--- config.mk ---
export PLATFORM = sky130hd
export DESIGN_NAME = mips_exec_stage
export DESIGN_NICKNAME = d
export VERILOG_FILES = /design/src/rtl/mips_exec_stage.sv
export SDC_FILE = /design/constraint.sdc
export NUM_CORES = 1
export LEC_CHECK = 0
export ABC_AREA = 0
export CELL_PAD_IN_SITES_DETAIL_PLACEMENT = 1
export CELL_PAD_IN_SITES_GLOBAL_PLACEMENT = 2
export CORE_MARGIN = 2
export CORE_UTILIZATION = 33
export CTS_CLUSTER_DIAMETER = 30
export CTS_CLUSTER_SIZE = 8
export DETAILED_ROUTE_END_ITERATION = 16
export PLACE_DENSITY = 0.93
export SYNTH_ARGS = -nofsm -noshare
export SYNTH_HDL_FRONTEND = slang
export SYNTH_SLANG_ARGS = --single-unit
--- constraint.sdc ---
create_clock -name clk -period 3.6 [get_ports clk]
set_input_delay 0.72 -clock clk [delete_from_list [all_inputs] [get_ports clk]]
set_output_delay 0.72 -clock clk [all_outputs]
set_load 0.02 [all_outputs]
--- src/rtl/mips_exec_stage.sv ---
// Execute stage for the multicycle MIPS: ALU-control decode, 32-bit ALU, branch-target adder; outputs registered 1 cycle after en.
// No backpressure (en is a capture strobe). Optional EXEC_OVF_EN adds trapping ADD/SUB codes and a registered ovf flag.
module mips_exec_stage #(
   parameter int BRANCH_SHIFT = 2
) (
   input  logic        clk,
   input  logic        reset,
   input  logic        en,
   input  logic [3:0]  alu_op,
   input  logic [5:0]  funct,
   input  logic [4:0]  branchz_func,
   input  logic [4:0]  shamt,
   input  logic [31:0] a,
   input  logic [31:0] b,
   input  logic [31:0] pc,
   input  logic [15:0] imm,
   output logic [4:0]  alu_ctrl,
   output logic [31:0] result,
   output logic        zero,
   output logic [31:0] branch_target,
`ifdef EXEC_OVF_EN
   output logic        ovf,
`endif
   output logic        valid
);

   localparam logic [4:0] C_ADD  = 5'd0,  C_SUB  = 5'd1,  C_AND  = 5'd2,  C_OR   = 5'd3;
   localparam logic [4:0] C_XOR  = 5'd4,  C_NOR  = 5'd5,  C_SLT  = 5'd6,  C_SLTU = 5'd7;
   localparam logic [4:0] C_SLL  = 5'd8,  C_SRL  = 5'd9,  C_SRA  = 5'd10, C_SLLV = 5'd11;
   localparam logic [4:0] C_SRLV = 5'd12, C_SRAV = 5'd13, C_LUI  = 5'd14, C_PASSA = 5'd15;
   localparam logic [4:0] C_EQ   = 5'd16, C_NE   = 5'd17, C_LTZ  = 5'd18, C_GEZ  = 5'd19;
   localparam logic [4:0] C_LEZ  = 5'd20, C_GTZ  = 5'd21;
`ifdef EXEC_OVF_EN
   localparam logic [4:0] C_ADDS = 5'd22, C_SUBS = 5'd23;
`endif

   logic [4:0]  funct_ctrl;
   logic [4:0]  regimm_ctrl;
   logic [31:0] sum, diff, res_n, sext_imm, target_n;
   logic        zero_n, ovf_n;

   always_comb begin
      funct_ctrl = C_ADD;
      case (funct)
         6'h00: funct_ctrl = C_SLL;
         6'h02: funct_ctrl = C_SRL;
         6'h03: funct_ctrl = C_SRA;
         6'h04: funct_ctrl = C_SLLV;
         6'h06: funct_ctrl = C_SRLV;
         6'h07: funct_ctrl = C_SRAV;
         6'h08, 6'h09: funct_ctrl = C_PASSA;
`ifdef EXEC_OVF_EN
         6'h20: funct_ctrl = C_ADDS;
         6'h22: funct_ctrl = C_SUBS;
`else
         6'h20: funct_ctrl = C_ADD;
         6'h22: funct_ctrl = C_SUB;
`endif
         6'h21: funct_ctrl = C_ADD;
         6'h23: funct_ctrl = C_SUB;
         6'h24: funct_ctrl = C_AND;
         6'h25: funct_ctrl = C_OR;
         6'h26: funct_ctrl = C_XOR;
         6'h27: funct_ctrl = C_NOR;
         6'h2A: funct_ctrl = C_SLT;
         6'h2B: funct_ctrl = C_SLTU;
         default: funct_ctrl = C_ADD;
      endcase
   end

   always_comb begin
      regimm_ctrl = C_ADD;
      case (branchz_func)
         5'b00000, 5'b10000: regimm_ctrl = C_LTZ;
         5'b00001, 5'b10001: regimm_ctrl = C_GEZ;
         default:            regimm_ctrl = C_ADD;
      endcase
   end

   always_comb begin
      alu_ctrl = C_ADD;
      case (alu_op)
         4'd1:    alu_ctrl = C_EQ;
         4'd2:    alu_ctrl = funct_ctrl;
         4'd3:    alu_ctrl = C_AND;
         4'd4:    alu_ctrl = C_OR;
         4'd5:    alu_ctrl = C_XOR;
         4'd6:    alu_ctrl = C_SLT;
         4'd7:    alu_ctrl = C_SLTU;
         4'd9:    alu_ctrl = C_NE;
         4'd10:   alu_ctrl = regimm_ctrl;
         4'd11:   alu_ctrl = C_LEZ;
         4'd12:   alu_ctrl = C_GTZ;
         4'd13:   alu_ctrl = C_LUI;
         default: alu_ctrl = C_ADD;
      endcase
   end

   assign sum  = a + b;
   assign diff = a - b;

   always_comb begin
      res_n  = sum;
      ovf_n  = 1'b0;
      case (alu_ctrl)
         C_SUB:   res_n = diff;
         C_AND:   res_n = a & b;
         C_OR:    res_n = a | b;
         C_XOR:   res_n = a ^ b;
         C_NOR:   res_n = ~(a | b);
         C_SLT:   res_n = {31'b0, $signed(a) < $signed(b)};
         C_SLTU:  res_n = {31'b0, a < b};
         C_SLL:   res_n = b << shamt;
         C_SRL:   res_n = b >> shamt;
         C_SRA:   res_n = $signed(b) >>> shamt;
         C_SLLV:  res_n = b << a[4:0];
         C_SRLV:  res_n = b >> a[4:0];
         C_SRAV:  res_n = $signed(b) >>> a[4:0];
         C_LUI:   res_n = {imm, 16'h0000};
         C_PASSA: res_n = a;
         C_EQ, C_NE, C_LTZ, C_GEZ, C_LEZ, C_GTZ: res_n = diff;
`ifdef EXEC_OVF_EN
         C_ADDS: begin
            res_n = sum;
            ovf_n = (a[31] == b[31]) && (sum[31] != a[31]);
         end
         C_SUBS: begin
            res_n = diff;
            ovf_n = (a[31] != b[31]) && (diff[31] != a[31]);
         end
`endif
         default: res_n = sum;
      endcase
   end

   // Branch codes report the condition on zero; everything else reports result == 0.
   always_comb begin
      zero_n = (res_n == 32'h0);
      case (alu_ctrl)
         C_EQ:    zero_n = (a == b);
         C_NE:    zero_n = (a != b);
         C_LTZ:   zero_n = a[31];
         C_GEZ:   zero_n = !a[31];
         C_LEZ:   zero_n = a[31] || (a == 32'h0);
         C_GTZ:   zero_n = !a[31] && (a != 32'h0);
         default: zero_n = (res_n == 32'h0);
      endcase
   end

   assign sext_imm = {{16{imm[15]}}, imm};
   assign target_n = pc + (sext_imm << BRANCH_SHIFT);

   always_ff @(posedge clk or negedge reset) begin
      if (!reset) begin
         result        <= '0;
         zero          <= 1'b0;
         branch_target <= '0;
         valid         <= 1'b0;
`ifdef EXEC_OVF_EN
         ovf           <= 1'b0;
`endif
      end else begin
         valid <= en;
         if (en) begin
            result        <= res_n;
            zero          <= zero_n;
            branch_target <= target_n;
`ifdef EXEC_OVF_EN
            ovf           <= ovf_n;
`endif
         end
      end
   end

`ifndef EXEC_OVF_EN
   logic unused_ovf;
   assign unused_ovf = ovf_n;
`endif

endmodule

==> results of run 1 <==
routing by layer:
layer / GRT usage [%] / GRT overflow
met2: 95.1 / 207
met1: 83.2 / 32
met4: 82.5 / 174
met5: 54.0 / 9
met3: 77.1 / 41
cell usage after synthesis, types with 9 or more instances:
| library cell | count |
|---|---|
| a2111oi_0 | 16 |
| a211oi_1 | 82 |
| a21boi_0 | 9 |
| a21o_1 | 31 |
| a21oi_1 | 148 |
| a221oi_1 | 36 |
| a222oi_1 | 21 |
| a22oi_1 | 30 |
| a311oi_1 | 29 |
| a31oi_1 | 26 |
| and3_1 | 10 |
| buf_1 | 12 |
| buf_2 | 30 |
| buf_4 | 15 |
| buf_6 | 10 |
| clkbuf_1 | 111 |
| dfrtp_1 | 66 |
| ha_1 | 129 |
| inv_1 | 107 |
| mux2_2 | 77 |
| mux2i_1 | 130 |
| nand2_1 | 211 |
| nand2b_1 | 21 |
| nand3_1 | 88 |
| nand4_1 | 20 |
| nor2_1 | 225 |
| nor2b_1 | 16 |
| nor3_1 | 64 |
| nor4_1 | 27 |
| o2111ai_1 | 12 |
| o211ai_1 | 56 |
| o21a_1 | 20 |
| o21ai_0 | 129 |
| o21bai_1 | 18 |
| o221ai_1 | 10 |
| o22ai_1 | 13 |
| o31ai_1 | 15 |
| or3_1 | 11 |
| xnor2_1 | 35 |
| xor2_1 | 13 |
cell families after synthesis:
family | after synthesis
AO/OA/AOI/OAI | 802
AND/OR/NAND/NOR | 759
buffers and inverters | 296
multiplexers | 214
adder cells (fa/ha/maj) | 132
flip-flops | 66
XOR/XNOR | 48
stage by stage:
| stage | instances | hold slack [ns] | setup slack [ns] | util (%) | area [sq um] |
|---|---|---|---|---|---|
| 2_1_floorplan | 2317 | 0.424 | -1.09 | - | 17400 |
| 3_3_place_gp | 3918 | 0.465 | -3.34 | 52.3 | 26200 |
| 3_5_place_dp | 3918 | 0.494 | -3.62 | 52.3 | 26200 |
| 4_1_cts | 4096 | 0.512 | -1.66 | 61.0 | 30500 |
repair_timing:
action	CTS
gates resized for setup	709
cloned	3
pin swaps	184
endpoints found under the hold margin	0
setup buffers	168
endpoints found under the setup margin	54
==> qor.csv, run 1 <==
metric;value;unit
XOR/XNOR Fraction of Synth Area;2.52;%
Die X;229;microns
Yosys top cell by area;dfrtp_1;
Clock Path Buffers;2;
H-Tree Depth;3;
post-synthesis compound-gate area fraction;34.2;%
top cells by area, synth;dfrtp_1 9.9%, ha_1 9.7%, mux2i_1 7.8%;
clock buffer count from CTS;9;
I/O Buffers;204;
site row count;82;
Hold Buf Count CTS;0;
Distinct cells, synth;111;
Synth Area in Adders;10.0;%
first-pass GRT wire length;326000;microns
clk root buf;clkbuf_16;
placed wire-length estimate;104000;microns
register area share after synthesis;9.90;%
Post-Synth Simple-Gate Area;21.8;%
Halt Stage;global routing (5_1_grt);
Top FF cell, synth;dfrtp_1;
Die H;229;microns
post-synthesis register bit count;66;
mux contribution to synthesized area;13.7;%
Overflow after GRT;463;
status;stopped before the end;
Mapped Nets;2584;
top-area cell type share of the netlist area;9.90;%
First Error;[ERROR GRT-0116] Global routing finished with congestion. Check the congestion regions in the DRC Viewer.;
# clock sinks;66;
Post-Syn Area;0.0167;sq mm
gr usage total;84.3;%
number of global-route vias before repair;39306;
largest net degree at the start of global routing;68;
asr flop ratio synth;100;%
YS warnings;0;
Avg Inst Size Synth;7.20;sq um
Mapped Cells;2317;
largest family of logic cells by synthesized area;compound AO/OA/AOI/OAI gates;
GP Congestion;1.28;
# IOs;206;
Post-synth EDFFs;0;
Starting Density;33.3;%
==> inputs of run 2 (changes only) <==
- CELL_PAD_IN_SITES_DETAIL_PLACEMENT: 1 -> default
- CELL_PAD_IN_SITES_GLOBAL_PLACEMENT: 2 -> default
- CORE_UTILIZATION: 33 -> 23
- CTS_CLUSTER_DIAMETER: 30 -> default
- CTS_CLUSTER_SIZE: 8 -> default
- PLACE_DENSITY: 0.93 -> default
- PLACE_DENSITY_LB_ADDON: default -> 0.15
==> run 2 against run 1 <==
Effect of this change: the flow now finishes, with violations (negative setup slack); synthesized cell count unchanged; synthesized area unchanged.
==> qor.csv, run 2 <==
metric;value;unit;change
status;finished with violations;;
failing checks;negative setup slack;;
# fillers;7265;;
Starting Density;23.3;%;-10 points
maximum net fanout on the critical path;7;;
Top FF cell, synth;dfrtp_1;;
Post-Syn Area;0.0167;sq mm;unchanged
number of global-route vias before repair;25092;;
placed wire-length estimate;110000;microns;+5.5%
via/cell ratio;5.61;;
RR Startpoint;branch_target[31];;
I/O Buffers;204;;unchanged
CP Capture Type;flip-flop;;
Clock Path Buffers;2;;unchanged
Min-Delay Path Class;reg -> reg;;
WL/cell;30.2;microns;
most frequent cells in the layout;1016 x buf_4, 203 x nor2_1, 201 x nand2_1;;
fin crit share;145;%;
largest net degree at the start of global routing;68;;
critical path arrival;5.49;ns;
Slew Viols, Final;0;;
footprint of the multi-input gates;0.0168;sq mm;
Setup crit start kind;input pin;;
register area share after synthesis;9.90;%;unchanged
max_cap viols;0;;
clk root buf;clkbuf_16;;
DR iter-0 viols;2400;;
YS warnings;0;;unchanged
site row count;98;;+20%
DRT Wirelength;135000;microns;
DR DRC count;0;;
core area;0.0716;sq mm;
# clock sinks;66;;unchanged
DR vias;25091;;
Nets;3780;;
largest registers;branch_target x32, result x32;;
Mapped Cells;2317;;unchanged
Mapped Nets;2584;;unchanged
leakage;14.2;nW;
Overflow after GRT;0;;
fin util;45.1;%;
top-count cell post-synth;nor2_1;;
first-pass GRT wire length;188000;microns;
maximum VDD drop;229;uV;
H-Tree Depth;3;;unchanged
Final Hold Viols;0;;
Final Skew;0;ns;
crit path capture;zero;;
clock buffer count from CTS;9;;unchanged
RSZ-0062 raised after global routing;yes;;
top cells by area, synth;dfrtp_1 9.9%, ha_1 9.7%, mux2i_1 7.8%;;
GP Congestion;1.04;;-19%
cells on worst reg2reg path;2;;
Post-synth EDFFs;0;;unchanged
asr flop ratio synth;100;%;unchanged
Setup crit start;branchz_func[2];;
layout cells sized above 1;48.8;%;
Die X;273;microns;+19%
top-area cell type share of the netlist area;9.90;%;unchanged
Reg area;0.00165;sq mm;
Place WS;-3.41;ns;+0.216 ns
Peak Freq;0.191;GHz;
die area;0.0747;sq mm;
Distinct cells, synth;111;;unchanged
post-synthesis register bit count;66;;unchanged
final setup margin;-1.64;ns;
commonest non-fill, non-tap cell in the layout;buf_4;;
P&R area growth vs syn;93.6;%;
final-report setup violation count;41;;
CTS tree;done;;
# IOs;206;;unchanged
Relative slew margins;35.5;%;
TNS Setup;-35.13;ns;
Inst Count DP;4294;;+9.6%
worst skew pair latency;0.35;ns;
RR Endpoint;branch_target[31];;
post-route antenna net violation count;0;;
Hold Buf Count CTS;0;;unchanged
minimum clock period;5.24;ns;
gr usage total;35.1;%;
Yosys top cell by area;dfrtp_1;;
Die H;273;microns;+19%
Worst EP required;3.86;ns;
slack of the worst reg-to-reg path;2.73;ns;
Avg Inst Size Synth;7.20;sq um;unchanged
antenna violations before repair;8;;
clk slew on worst S/H paths;0.06;ns;
Cell Count, Final, Fillers Out;4472;;
PwrDens;271;mW/mm^2;
worst slew pin tran;0.968;ns;
Initial DRT Pass Iterations;7;;
top cells by count, synth;225 x nor2_1, 211 x nand2_1, 148 x a21oi_1, 130 x mux2i_1;;
Crit Path Category;in -> reg;;
-- run 2: layout make-up --
class	count	area share [%]
inverters	116	1.48
clock buffers	12	0.825
repair buffers	1365	36.7
diodes	4	0.0310
flip-flops and latches	66	5.11
multi-input cells	1955	52.0
well taps	950	3.68
clock inverters	4	0.225
-- run 2: worst min-delay path by stage --
stage | start | end | slack (ns) | cells after the start
global route | result[17] | result[17] | 0.51 | 2
floorplan | reset | branch_target[0] | 0.42 | 0
finish | branch_target[19] | branch_target[19] | 0.49 | 2
detailed placement | branch_target[19] | branch_target[19] | 0.48 | 2
global placement | branch_target[19] | branch_target[19] | 0.47 | 2
CTS | branch_target[19] | branch_target[19] | 0.49 | 2
-- run 2: cells by family after synthesis --
family	Yosys count	share of synthesized area, %
compound gates	802	34.2
simple gates	759	21.8
buf+inv	296	7.87
mux	214	13.7
fa+ha+maj	132	10.0
flops	66	9.90
xor+xnor	48	2.52
-- run 2: critical path, cell delays in order --
cell and delay [ns]:
buf_6 0.09, or4b_4 0.53, or3_4 0.40, a31o_4 0.25, o21a_4 0.16, buf_12 0.16, buf_4 0.14, buf_8 0.11
nor4_4 0.29, nor2_4 0.08, mux2i_1 0.22, mux2i_1 0.11, a221o_2 0.49, buf_6 0.16, buf_6 0.11, mux2i_4 0.16
o22ai_2 0.09, or4_4 0.47, or4b_4 0.54, o31ai_2 0.21
-- run 2: layer usage --
| layer | track usage, % | wire length, microns | vias up | part of all wire, % |
|---|---|---|---|---|
| met3 | 6.97 | 11900 | 300 | 8.8 |
| met5 | 0 | 34 | - | 0.025 |
| li1 | - | - | 11191 | - |
| met1 | 47.5 | 58000 | 12394 | 43 |
| met2 | 53.9 | 57800 | 1200 | 43 |
| met4 | 15.0 | 7210 | 6 | 5.3 |
-- run 2: report_power, final --
group | switching (mW) | leakage [nW] | internal [mW]
clock network | 0.363 | 0.165 | 0.662
logic | 3.55 | 13.2 | 3.15
registers | 0.108 | 0.773 | 0.934
-- run 2: repair_timing --
action	in CTS	in global routing
cloned	6	0
endpoints found under the hold margin	0	0
resized for setup	563	160
pin swaps	187	112
buffers inserted	128	52
endpoints found under the setup margin	52	44
-- run 2: through the flow --
step | power, mW | area, sq um | hold WS [ns]
6_report | 8.76 | 32300 | 0.491
3_3_place_gp | 6.63 | 27600 | 0.471
4_1_cts | 8.43 | 31300 | 0.493
5_1_grt | 9.12 | 32300 | 0.514
3_5_place_dp | 6.63 | 27600 | 0.476
2_1_floorplan | 3.37 | 17400 | 0.424
(Power assumes the default switching activity.)
==> inputs of run 3 (changes only) <==
- GPL_TIMING_DRIVEN: default -> 0
==> run 3 against run 2 <==
Effect of this change: the flow still finishes with violations (negative setup slack); sequential cell count unchanged; utilization down 5.8 points; global-route usage decreased by 0.94 points; clock skew did not move; non-clock buffer count decreased by 643; count of clock-buffer cells in the layout shrank 3; largest power group unchanged.
==> qor.csv, run 3 (synthesis gave the netlist of run 2 again) <==
metric;value;unit;change
status;finished with violations;;
failing checks;negative setup slack;;
sequential power share;13.0;%;+1.1 points
crit-path cells;buf_8, or4b_4, or3_4, a31o_4, o21a_4, buf_12, buf_6, o31ai_4, o21a_1, buf_6, buf_12, buf_6, mux2i_1, mux2i_1, a22o_1, nor4_4, nand4_1, a2111oi_2, nand4b_1, nor4_4, nand2_1, o31ai_2;;
# IOs;206;;unchanged
critical path arrival;5.86;ns;+0.37 ns
DRT Wirelength;133000;microns;-1.3%
Cell Count, Final, Fillers Out;3825;;-14%
Min-Delay Path Class;in -> async;;
Max stage delay cell, worst path;or4b_4;;
post-placement cell area;0.0206;sq mm;-25%
RSZ-0062 raised after global routing;yes;;
Switching Share;49.0;%;+3.2 points
max_cap viols;0;;unchanged
via/cell ratio;6.13;;+9.2%
Final Skew;0;ns;unchanged
Slew Viols, Final;0;;unchanged
Die H;273;microns;unchanged
H-Tree Depth;3;;unchanged
Worst Path Buf+Inv;6;;unchanged
number of global-route vias before repair;22440;;-11%
layout cells sized above 1;39.6;%;-9.2 points
final setup margin;-2.00;ns;-0.362 ns
die area;0.0747;sq mm;unchanged
first-pass GRT wire length;180000;microns;-4.2%
clk slew on worst S/H paths;0.06;ns;about the same
Overflow after GRT;0;;unchanged
Initial DRT Pass Iterations;7;;unchanged
gr usage total;34.2;%;-0.94 points
Worst EP required;3.86;ns;about the same
CTS tree;done;;
clock group share of total power;13.8;%;+2.1 points
slack of the worst reg-to-reg path;2.73;ns;about the same
core area;0.0716;sq mm;unchanged
commonest non-fill, non-tap cell in the layout;buf_4;;
Setup crit start kind;input pin;;
Nets;3137;;-17%
maximum net fanout on the critical path;5;;-2
CP max stage delay;0.53;ns;about the same
Clock Path Buffers;2;;unchanged
Die X;273;microns;unchanged
largest net degree at the start of global routing;47;;-31%
worst skew pair latency;0.34;ns;about the same
Comb pwr share;73.2;%;-3.2 points
cells on worst reg2reg path;2;;unchanged
antenna violations before repair;9;;+1
worst slew pin tran;1.12;ns;+0.149 ns
GP Congestion;1.05;;+1.6%
Peak Freq;0.179;GHz;-6.5%
Switch Pwr;3.94;mW;-1.9%
final-report setup violation count;40;;-2.4%
leakage;10.9;nW;-23%
Relative slew margins;25.6;%;-9.9 points
most frequent cells in the layout;332 x buf_4, 201 x nor2_1, 195 x nand2_1;;
P_int;4.10;mW;-14%
fin crit share;155;%;+10 points
Crit path max-delay family;simple AND/OR/NAND/NOR gates;;
DR DRC count;0;;unchanged
Inst Count DP;3469;;-19%
minimum clock period;5.60;ns;+0.362 ns
maximum VDD drop;287;uV;+25%
fin util;39.3;%;-5.8 points
placed wire-length estimate;101000;microns;-8.3%
I/O Buffers;201;;-1.5%
RR Startpoint;branch_target[31];;
clock buffer count from CTS;9;;unchanged
Design Area, Final;0.0281;sq mm;-13%
WL/cell;34.8;microns;+15%
# clock sinks;66;;unchanged
CP Capture Type;flip-flop;;
RR Endpoint;branch_target[31];;
# diodes;0;;-4
Starting Density;23.3;%;unchanged
PwrDens;286;mW/mm^2;+5.4%
Crit Path Category;in -> reg;;
post-route antenna net violation count;0;;unchanged
largest registers;branch_target x32, result x32;;
clk root buf;clkbuf_16;;
Final Hold Viols;0;;unchanged
P&R area growth vs syn;68.6;%;
DR iter-0 viols;3309;;+38%
DR vias;23433;;-6.6%
crit-path most repeated cell;buf_6;;
site row count;98;;unchanged
-- run 3: layout make-up --
type	count	area, sq um
Fill cell	7425	43500
Multi-Input combinational cell	1955	17600
Timing Repair Buffer	551	4880
Buffer	171	1850
Sequential cell	66	1650
Tap cell	950	1190
Inverter	116	586
Clock buffer	9	225
Clock inverter	7	141
-- run 3: worst max-delay path by stage --
stage | to | slack, ns | startpoint | cells past startpoint
floorplan | zero | -1.09 | branchz_func[1] | 19
global placement | zero | -4.67 | alu_op[1] | 19
detailed placement | zero | -4.77 | alu_op[1] | 19
CTS | zero | -1.84 | branchz_func[2] | 22
global route | zero | -2.09 | branchz_func[2] | 22
finish | zero | -2.00 | branchz_func[2] | 22
-- run 3: repair_timing --
item / CTS / global route
hold buffers: 0 / 0
resized for setup: 926 / 219
setup endpoints to repair: 53 / 44
pin swaps: 173 / 143
buffers inserted: 271 / 82
gates cloned: 3 / 1
-- run 3: layer usage --
| layer | part of all wire (%) | up-vias | global-route usage, % |
|---|---|---|---|
| met5 | 0.032 | - | 0 |
| met4 | 6.3 | 6 | 16.8 |
| met3 | 10 | 349 | 9.04 |
| met2 | 42 | 1443 | 51.2 |
| met1 | 41 | 11722 | 45.1 |
| li1 | - | 9913 | - |
-- run 3: power groups by stage --
stage / clock network (mW) / logic, mW / registers [mW]
after global routing: 1.16 / 6.05 / 1.07
final: 1.11 / 5.88 / 1.04
after CTS: 1.13 / 5.40 / 1.05
after floorplan: 0 / 2.10 / 1.28
after detailed placement: 0 / 4.33 / 1.06
after global placement: 0 / 4.34 / 1.05
-- run 3: metrics by stage --
step | hold WS [ns] | setup WS (ns) | total power [mW] | setup TNS [ns]
after floorplan | 0.424 | -1.09 | 3.37 | -17.95
after global placement | 0.465 | -4.67 | 5.39 | -165.90
after detailed placement | 0.475 | -4.77 | 5.39 | -122.75
after CTS | 0.267 | -1.84 | 7.58 | -34.33
after global routing | 0.278 | -2.09 | 8.28 | -39.07
final | 0.269 | -2.00 | 8.04 | -37.09
